$ cat config.mk
export PLATFORM = sky130hd
export DESIGN_NAME = maze_generator_flat
export DESIGN_NICKNAME = d
export VERILOG_FILES = /design/src/rtl/maze_pkg.sv /design/src/rtl/maze_generator_if.sv /design/src/rtl/maze_lfsr.sv /design/src/rtl/maze_generator.sv /design/src/flat_wrapper.sv
export SDC_FILE = /design/constraint.sdc
export NUM_CORES = 1
export LEC_CHECK = 0
export CAP_MARGIN = 20
export CORE_AREA = 5 5 235 409
export CTS_CLUSTER_SIZE = 10
export DETAILED_ROUTE_END_ITERATION = 7
export DIE_AREA = 0 0 240 414
export HOLD_SLACK_MARGIN = 0.02
export PLACE_DENSITY = 0.55
export SYNTH_ARGS = -nofsm -noshare
export SYNTH_HDL_FRONTEND = slang
export SYNTH_SLANG_ARGS = --single-unit
$ cat constraint.sdc
create_clock -name clk -period 4.7 [get_ports clk]
set_input_delay 1.175 -clock clk [delete_from_list [all_inputs] [get_ports clk]]
set_output_delay 1.175 -clock clk [all_outputs]
set_load 0.01 [all_outputs]
$ cat src/rtl/maze_pkg.sv
// Shared maze geometry, FSM encoding and wall-bit index helpers.
// Used by maze_generator and scene_exhibitor.
package maze_pkg;

  localparam int ROWS = 15;
  localparam int COLS = 10;
  localparam int H_W  = (ROWS + 1) * COLS;
  localparam int V_W  = ROWS * (COLS + 1);

  typedef enum logic [1:0] {
    IDLE,
    CLEAR,
    CARVE,
    COMMIT
  } state_t;

  typedef logic [3:0] rc_t;

  // horizontal line r, column c
  function automatic logic [7:0] h_idx(
    input rc_t r,
    input rc_t c
  );
    return 8'(H_W - 1 - (int'(r) * COLS + int'(c)));
  endfunction

  // row r, vertical boundary c
  function automatic logic [7:0] v_idx(
    input rc_t r,
    input rc_t c
  );
    return 8'(V_W - 1 - (int'(r) * (COLS + 1) + int'(c)));
  endfunction

endpackage

$ cat src/rtl/maze_generator_if.sv
// Request/result bundle between control FSM and maze_generator.
// The generator is the slave; the controller/bench is the master.
interface maze_generator_if;
  import maze_pkg::*;

  logic           start;
  logic [15:0]    seed;
  logic           busy;
  logic           valid;
  logic [H_W-1:0] h_walls;
  logic [V_W-1:0] v_walls;

  modport master (
    output start,
    output seed,
    input  busy,
    input  valid,
    input  h_walls,
    input  v_walls
  );

  modport slave (
    input  start,
    input  seed,
    output busy,
    output valid,
    output h_walls,
    output v_walls
  );

endinterface

$ cat src/rtl/maze_lfsr.sv
// 16-bit Fibonacci LFSR, taps 16/14/13/11, shifting left.
// A zero seed is replaced by DEFAULT_SEED so the LFSR never locks up.
module maze_lfsr #(
  parameter logic [15:0] DEFAULT_SEED = 16'hACE1
) (
  input  logic        clk,
  input  logic        rst,
  input  logic        load_i,
  input  logic [15:0] seed_i,
  input  logic        shift_i,
  output logic        bit_o
);

  logic [15:0] lfsr_q;
  logic [15:0] lfsr_d;
  logic        fb;

  // load has priority over shift
  always_comb begin
    fb     = lfsr_q[15] ^ lfsr_q[13] ^ lfsr_q[12] ^ lfsr_q[10];
    lfsr_d = lfsr_q;
    if (load_i) begin
      lfsr_d = (seed_i == 16'h0) ? DEFAULT_SEED : seed_i;
    end else if (shift_i) begin
      lfsr_d = {lfsr_q[14:0], fb};
    end
  end

  // state register
  always_ff @(posedge clk or negedge rst) begin
    if (!rst) begin
      lfsr_q <= DEFAULT_SEED;
    end else begin
      lfsr_q <= lfsr_d;
    end
  end

  assign bit_o = lfsr_q[0];

endmodule

$ cat src/rtl/maze_generator.sv
// Binary-tree perfect-maze generator, one cell per clock.
// Built in working registers, copied to outputs in one commit cycle.
module maze_generator
  import maze_pkg::*;
#(
  parameter logic [15:0] DEFAULT_SEED = 16'hACE1
) (
  input  logic            clk,
  input  logic            rst,
  maze_generator_if.slave bus
);

  state_t         state_q, state_d;
  rc_t            r_q, r_d;
  rc_t            c_q, c_d;
  logic [H_W-1:0] wh_q, wh_d;
  logic [V_W-1:0] wv_q, wv_d;
  logic [H_W-1:0] h_q, h_d;
  logic [V_W-1:0] v_q, v_d;
  logic           busy_q, busy_d;
  logic           valid_q, valid_d;

  logic lfsr_bit;
  logic accept;
  logic top_row;
  logic right_col;
  logic last_cell;
  logic carve_n;
  logic carve_e;

  assign accept    = (state_q == IDLE) && bus.start;
  assign top_row   = (r_q == 4'd0);
  assign right_col = (c_q == 4'(COLS - 1));
  assign last_cell = (r_q == 4'(ROWS - 1)) && right_col;

  // top-right cell carves nothing; rows/cols on the edge are forced
  assign carve_n = !top_row && (right_col || lfsr_bit);
  assign carve_e = !right_col && (top_row || !lfsr_bit);

  maze_lfsr #(
    .DEFAULT_SEED(DEFAULT_SEED)
  ) u_lfsr (
    .clk    (clk),
    .rst    (rst),
    .load_i (accept),
    .seed_i (bus.seed),
    .shift_i(state_q == CARVE),
    .bit_o  (lfsr_bit)
  );

  // next-state logic
  always_comb begin
    state_d = state_q;
    unique case (state_q)
      IDLE:   if (bus.start) state_d = CLEAR;
      CLEAR:  state_d = CARVE;
      CARVE:  if (last_cell) state_d = COMMIT;
      COMMIT: state_d = IDLE;
      default: state_d = IDLE;
    endcase
  end

  // counters, working walls and committed outputs
  always_comb begin
    r_d     = r_q;
    c_d     = c_q;
    wh_d    = wh_q;
    wv_d    = wv_q;
    h_d     = h_q;
    v_d     = v_q;
    busy_d  = busy_q;
    valid_d = valid_q;
    unique case (state_q)
      IDLE: begin
        if (bus.start) busy_d = 1'b1;
      end
      CLEAR: begin
        wh_d = '1;
        wv_d = '1;
        r_d  = '0;
        c_d  = '0;
      end
      CARVE: begin
        if (carve_n) wh_d[h_idx(r_q, c_q)] = 1'b0;
        if (carve_e) wv_d[v_idx(r_q, rc_t'(c_q + 4'd1))] = 1'b0;
        if (right_col) begin
          c_d = '0;
          r_d = rc_t'(r_q + 4'd1);
        end else begin
          c_d = rc_t'(c_q + 4'd1);
        end
      end
      COMMIT: begin
        h_d     = wh_q;
        v_d     = wv_q;
        valid_d = 1'b1;
        busy_d  = 1'b0;
      end
      default: ;
    endcase
  end

  // registers; reset leaves a fully closed grid
  always_ff @(posedge clk or negedge rst) begin
    if (!rst) begin
      state_q <= IDLE;
      r_q     <= '0;
      c_q     <= '0;
      wh_q    <= '1;
      wv_q    <= '1;
      h_q     <= '1;
      v_q     <= '1;
      busy_q  <= 1'b0;
      valid_q <= 1'b0;
    end else begin
      state_q <= state_d;
      r_q     <= r_d;
      c_q     <= c_d;
      wh_q    <= wh_d;
      wv_q    <= wv_d;
      h_q     <= h_d;
      v_q     <= v_d;
      busy_q  <= busy_d;
      valid_q <= valid_d;
    end
  end

  assign bus.busy    = busy_q;
  assign bus.valid   = valid_q;
  assign bus.h_walls = h_q;
  assign bus.v_walls = v_q;

endmodule
$ cat src/flat_wrapper.sv
// flat-port wrapper written by rule: the top's interface ports become plain ports
module maze_generator_flat import maze_pkg::*;
#(
  parameter logic [15:0] DEFAULT_SEED = 16'hACE1
)
  (clk, rst, bus_start, bus_seed, bus_busy, bus_valid, bus_h_walls, bus_v_walls);
  maze_generator_if bus_i ();
  input  logic clk;
  input  logic rst;
  input wire logic [$bits(bus_i.start)-1:0] bus_start;
  input wire logic [$bits(bus_i.seed)-1:0] bus_seed;
  output wire logic [$bits(bus_i.busy)-1:0] bus_busy;
  output wire logic [$bits(bus_i.valid)-1:0] bus_valid;
  output wire logic [$bits(bus_i.h_walls)-1:0] bus_h_walls;
  output wire logic [$bits(bus_i.v_walls)-1:0] bus_v_walls;
  assign bus_i.start = bus_start;
  assign bus_i.seed = bus_seed;
  assign bus_busy = bus_i.busy;
  assign bus_valid = bus_i.valid;
  assign bus_h_walls = bus_i.h_walls;
  assign bus_v_walls = bus_i.v_walls;
  maze_generator #(.DEFAULT_SEED(DEFAULT_SEED)) u_core (.clk(clk), .rst(rst), .bus(bus_i));
endmodule
==> impl_metrics.csv, run 1 <==
group,metric,value,unit
run_status,status,"completed",
clocking,tritoncts,"done",
worst_setup_path,endpoint,"u_core.wv_q[29]",
yosys,ys_warn_count,0,
worst_setup_path,worst_r2r_path_depth,14,
clocking,cts.sinks,678,
worst_setup_path,crit_required,5230,ps
clocking,cts_buffers,79,
worst_setup_path,setup.worst_path.start_class,"register",
timing,fmax,225,MHz
timing,slew_violations,0,
power_and_ir_drop,power_density,485,nW/um^2
drt,first_pass_iters,5,
global_route,gr-total-overflow,0,
global_route,met3_usage,2.71,%
timing,skew,28.1,ps
worst_setup_path,cp_common_cell,"inv_1",
yosys,synth_edf_count,0,
global_route,grt_pass1_vias,19200,
final_layout,antenna_cells,0,
worst_setup_path,worstSetupEndpointType,"register",
floorplan,dieArea,99400,um^2
drt,detail_route.wl_per_cell,21.7,um
worst_setup_path,timing.rr.end,"u_core.wv_q[29]",
worst_setup_path,slowest_delay,540,ps
yosys,synthArstFlopShare,100,%
place,routabilityCongestion,0.770,
timing,fin_setup_tns,0,ps
drt,drc_errors,0,
final_layout,fill_cells,8755,
job,maxCapViolations,0,
final_layout,final_nets,2568,
global_route,use_met1,18.5,%
worst_setup_path,path_cells,"nand3_1 -> xnor2_1 -> ha_1 -> inv_1 -> fa_1 -> inv_1 -> fa_1 -> inv_1 -> ha_1 -> a21oi_2 -> xor2_2 -> nand2_2 -> nor3_1 -> a21oi_1",
clocking,worstSkewPairLatency,640,ps
floorplan,placementRows,148,
global_route,grtUsageTotal,15.9,%
global_route,busiest_layer,"met2",
clocking,holdBufCountCts,0,
place,pre_cts_ws,-211,ps
global_route,grt_first_pass_wirelength,122,mm
timing,setup_slack,256,ps
clocking,postCtsSetupBuffers,0,
final_layout,final_common_cell,"dfstp_2",
final_layout,final_cell_mix,"dfstp_2 (658), nor2_1 (356), clkdlybuf4s50_1 (344)",
worst_setup_path,worstPathArrival,4970,ps
place,portBuffers,345,
yosys,netlist_area,27400,um^2
timing,fin_crit_sh,94.5,%
drt,ant_nets,0,
global_route,grt_use_met2,28.8,%
floorplan,ios,346,
place,dpl_cell_area,32600,um^2
drt,num_vias,17700,
floorplan,start_util,29.7,%
clocking,cts_root_buffer,"clkbuf_16",
floorplan,core_region_area,92400,um^2
yosys,syn_inst,2134,
drt,drtIter0Drc,904,
timing,relSlewSlack,26.9,%
drt,wl,81.0,mm
worst_setup_path,rrSetupSlack,260,ps
final_layout,syn_to_final_growth,26.9,%
clocking,clkTransAtPathRegs,50,ps
final_layout,drive_gt1_share,46.9,%
worst_setup_path,path_depth,14,
place,post-dp-hpwl,56.6,mm
clocking,clockBufferDepth,3,
yosys,syn-num-nets,2197,
timing,hold_violations,0,
yosys,synth_ff_type,"dfstp_2",
timing,worst_pin_slew,1090,ps
worst_setup_path,critPathLaunch,"u_core.c_q[2]",
worst_setup_path,crit_buf_inv,3,
worst_setup_path,cp_top_family,"adder cells",
final_layout,fin_util,37.7,%
yosys,ys_seq_elements,678,
drt,viasPerCell,4.76,
place,placedCellCount,3622,
clocking,htree_levels,3,
floorplan,die_y,414,um
global_route,grt_start_max_net_pins,147,
worst_setup_path,path_class,"reg2reg",
timing,finalSetupViolations,0,
global_route,antenna_found_initial,0,
worst_setup_path,rr_startpoint,"u_core.c_q[2]",
power_and_ir_drop,power_leakage,12.6,nW
timing,period_minus_slack,4440,ps
power_and_ir_drop,peakVddDrop,298,uV
final_layout,finalInstanceArea,34800,um^2
yosys,seq_area_frac_synth,64.8,%
timing,grt_setup_unrepaired,"no",
final_layout,fin_cells,3725,
yosys,avgSynthCellArea,12.9,um^2
worst_setup_path,worstPathMaxFanout,13,
hold_path,min_path_type,"reg2reg",
floorplan,fp.dieW,240,um
yosys,synth_cell_types,57,
worst_setup_path,crit_slowest_cell,"fa_1",
## cell type report
class | instances | area, um^2 | share of cell area (%)
flip-flops and latches | 678 | 17800 | 51.1
multi-input cells | 1308 | 9200 | 26.4
repair buffers | 406 | 4040 | 11.6
clock buffers | 95 | 2130 | 6.12
well taps | 1200 | 1500 | 4.31
inverters | 32 | 120 | 0.345
clock inverters | 6 | 50.0 | 0.144
## worst reg2reg max path, stage by stage, from the launching register on
cell and delay [ps]:
dfrtp_1 430, nand3_1 130, xnor2_1 230, ha_1 200, inv_1 60, fa_1 480, inv_1 60, fa_1 540
inv_1 50, ha_1 430, a21oi_2 270, xor2_2 480, nand2_2 400, nor3_1 460, a21oi_1 140
## per-stage QoR
step	hold WS, ps	power [mW]
detailed placement	460	11.6
global placement	464	11.5
global route	500	17.7
floorplan	455	9.55
CTS	478	17.2
finish	472	16.9
## where the power goes
group	leakage [nW]	switching (mW)	internal, mW
clock network	1.07	2.27	3.15
logic	4.33	2.86	1.68
registers	7.16	0.315	6.63
## Yosys cell counts, types with 4 or more instances
library cell,number,share of area [%]
mux2i_1,17,0.62
inv_1,31,0.42
nor2_1,358,4.9
dfrtp_1,20,1.8
xnor2_1,18,0.57
nand2b_1,10,0.23
nor2b_1,6,0.14
mux2_2,325,13
o21ai_0,20,0.36
a211oi_1,4,0.11
buf_1,11,0.15
xor2_1,8,0.26
fa_1,8,0.58
dfstp_2,658,63
nand2_1,39,0.53
o22a_1,20,0.64
nand3_1,11,0.20
nor4_1,9,0.21
a21oi_1,273,5.0
a21o_1,5,0.14
a31oi_1,51,1.2
nor3_1,33,0.60
nor3_4,5,0.30
buf_4,5,0.14
buf_2,21,0.38
ha_1,36,1.6
nor2_2,8,0.18
clkbuf_1,80,1.1
## cell families after synthesis
family	after synthesis	synth area share, %
flops	678	64.8
simple gates	505	8.00
compound gates	390	7.99
mux	342	14.0
buf+inv	149	2.20
fa+ha+maj	44	2.22
xor+xnor	26	0.830
## layer usage
metal  share of wire, %  wire length [um]  vias up
met3                4.4              3540      103
li1                   -                 -     8080
met5                  0                 0        -
met1                 39             31700     9124
met4                3.1              2550        0
met2                 53             43200      438
## state kept, by name, indices dropped and copies added, names as in the netlist, 2 cells and up
register	cells
u_core.wh_q	160
u_core.r_q	4
u_core.c_q	4
u_core.wv_q	165
u_core.state_q	2
u_core.u_lfsr.lfsr_q	16
u_core.bus.v_walls	165
u_core.bus.h_walls	160
## what timing repair did
item                                    4_1_cts  5_1_grt
cloned                                        0        1
resized for setup                             2        2
pin swaps                                     0        0
endpoints found under the setup margin       48       34
## how the worst min path moves through the flow
| stage | startpoint | end | slack (ps) | depth (start not counted) |
|---|---|---|---|---|
| after floorplan | u_core.wv_q[112] | u_core.wv_q[112] | 460 | 2 |
| after global placement | u_core.bus.valid | u_core.bus.valid | 460 | 1 |
| after detailed placement | u_core.bus.valid | u_core.bus.valid | 460 | 1 |
| after CTS | u_core.bus.valid | u_core.bus.valid | 480 | 1 |
| after global routing | u_core.bus.valid | u_core.bus.valid | 500 | 1 |
| final | u_core.bus.valid | u_core.bus.valid | 470 | 1 |
(Power assumes the default switching activity.)
==> run 2, diff against run 1 <==
Settings changed: CELL_PAD_IN_SITES_DETAIL_PLACEMENT set to 2, CELL_PAD_IN_SITES_GLOBAL_PLACEMENT set to 2, PLACE_DENSITY 0.55 to not set, PLACE_DENSITY_LB_ADDON set to 0.1.
==> impl_metrics.csv, run 2 (synthesized netlist as in run 1, its figures left out) <==
group,metric,value,unit
clocking,cts_root_buffer,"clkbuf_16",
global_route,grtUsageTotal,17.8,%
timing,slew_violations,0,
final_layout,final_nets,2582,
global_route,antenna_found_initial,0,
final_layout,final_cell_mix,"dfstp_2 (658), nor2_1 (358), clkdlybuf4s50_1 (344)",
timing,hold_violations,0,
timing,fin_crit_sh,92.6,%
drt,detail_route.wl_per_cell,24.0,um
power_and_ir_drop,peakVddDrop,298,uV
clocking,clkTransAtPathRegs,60,ps
floorplan,placementRows,148,
clocking,cts_buffers,79,
worst_setup_path,cp_top_family,"adder cells",
worst_setup_path,path_class,"reg2reg",
floorplan,fp.dieW,240,um
final_layout,fill_cells,9422,
run_status,status,"completed",
timing,hold_ws,463,ps
drt,ant_nets,0,
final_layout,final_common_cell,"dfstp_2",
job,maxCapViolations,0,
floorplan,core_region_area,92400,um^2
drt,first_pass_iters,7,
timing,skew,33.6,ps
worst_setup_path,crit_slowest_cell,"fa_1",
drt,viasPerCell,4.84,
timing,fin_setup_tns,0,ps
worst_setup_path,path_cells,"inv_1 -> ha_1 -> inv_1 -> ha_1 -> inv_1 -> fa_1 -> ha_1 -> fa_1 -> nand2b_1 -> nor3_1 -> nand2_1 -> nor2_1 -> a21oi_1",
power_and_ir_drop,power_density,489,nW/um^2
worst_setup_path,crit_buf_inv,3,
power_and_ir_drop,power_leakage,12.6,nW
drt,num_vias,18100,
clocking,worstSkewPairLatency,640,ps
worst_setup_path,worstPathMaxFanout,7,
floorplan,start_util,29.7,%
timing,grt_setup_unrepaired,"no",
timing,worst_pin_slew,1070,ps
final_layout,drive_gt1_share,46.7,%
worst_setup_path,slowest_delay,610,ps
clocking,cts.sinks,678,
floorplan,ios,346,
timing,finalSetupViolations,0,
drt,drc_errors,0,
hold_path,min_path_type,"reg2reg",
place,routabilityCongestion,0.762,
final_layout,antenna_cells,0,
clocking,tritoncts,"done",
clocking,htree_levels,3,
global_route,grt_first_pass_wirelength,136,mm
drt,wl,89.6,mm
timing,fmax,230,MHz
global_route,grt_start_max_net_pins,100,
worst_setup_path,crit_required,5250,ps
clocking,clockBufferDepth,3,
global_route,gr-total-overflow,0,
worst_setup_path,setup.worst_path.start_class,"register",
place,post-dp-hpwl,62.6,mm
floorplan,die_y,414,um
worst_setup_path,worstPathArrival,4910,ps
timing,relSlewSlack,28.2,%
floorplan,dieArea,99400,um^2
global_route,grt_pass1_vias,21100,
final_layout,syn_to_final_growth,27.1,%
clocking,holdBufCountCts,0,
worst_setup_path,worstSetupEndpointType,"register",
place,portBuffers,345,
drt,drtIter0Drc,589,
timing,period_minus_slack,4350,ps
[run 2: final timing paths]
check | cells past startpoint | from | to | slack, ps
worst max-delay path | 13 | u_core.r_q[2] | u_core.wv_q[25] | 350
worst min-delay path | 1 | u_core.bus.valid | u_core.bus.valid | 460
worst max register to register | 13 | u_core.r_q[2] | u_core.wv_q[25] | 350
worst min register to register | 1 | u_core.bus.valid | u_core.bus.valid | 460
max in group asynchronous | 2 | rst | u_core.bus.h_walls[136] | 2940
min in group asynchronous | 1 | rst | u_core.r_q[3] | 650
[run 2: worst register-to-register path: stages (launching register included)]
cell and delay, ps:
dfrtp_1 510, inv_1 180, ha_1 320, inv_1 40, ha_1 260, inv_1 50
fa_1 480, ha_1 230, fa_1 610, nand2b_1 170, nor3_1 590, nand2_1 400
nor2_1 300, a21oi_1 120
[run 2: repair_timing]
item / CTS / global route
setup buffers: 0 / 0
setup endpoints to repair: 0 / 14
gates resized for setup: 0 / 3
[run 2: power breakdown]
group	internal, mW	switching [mW]	total, mW
Clock	3.13	2.35	5.48
Combinational	1.67	2.94	4.61
Sequential	6.63	0.341	6.97
[run 2: final cells by class]
type	instances	area (um^2)	share of cell area (%)
clock buffers	94	2120	6.06
clock inverters	5	52.6	0.151
inverters	32	120	0.344
multi-input cells	1307	9130	26.2
flip-flops and latches	678	17800	51.0
well taps	1200	1500	4.30
repair buffers	421	4180	12.0
[run 2: metrics by stage]
stage	setup slack [ps]	power (mW)	util [%]	instance area (um^2)	std cells
finish	346	17.1	37.8	34900	3737
global route	42.9	18.0	37.8	34900	3737
CTS	123	17.5	37.7	34900	3736
detailed placement	146	11.8	35.4	32700	3637
global placement	255	11.7	35.4	32700	3636
floorplan	736	9.55	-	27400	2134
[run 2: metal layers]
metal	track usage [%]	wire (um)	up-vias	share of wire, %
li1	-	-	8084	-
met1	20.2	34600	9509	39
met2	33.4	48600	399	54
met3	3.79	4380	107	4.9
met4	4.97	2050	0	2.3
met5	0	0	-	0
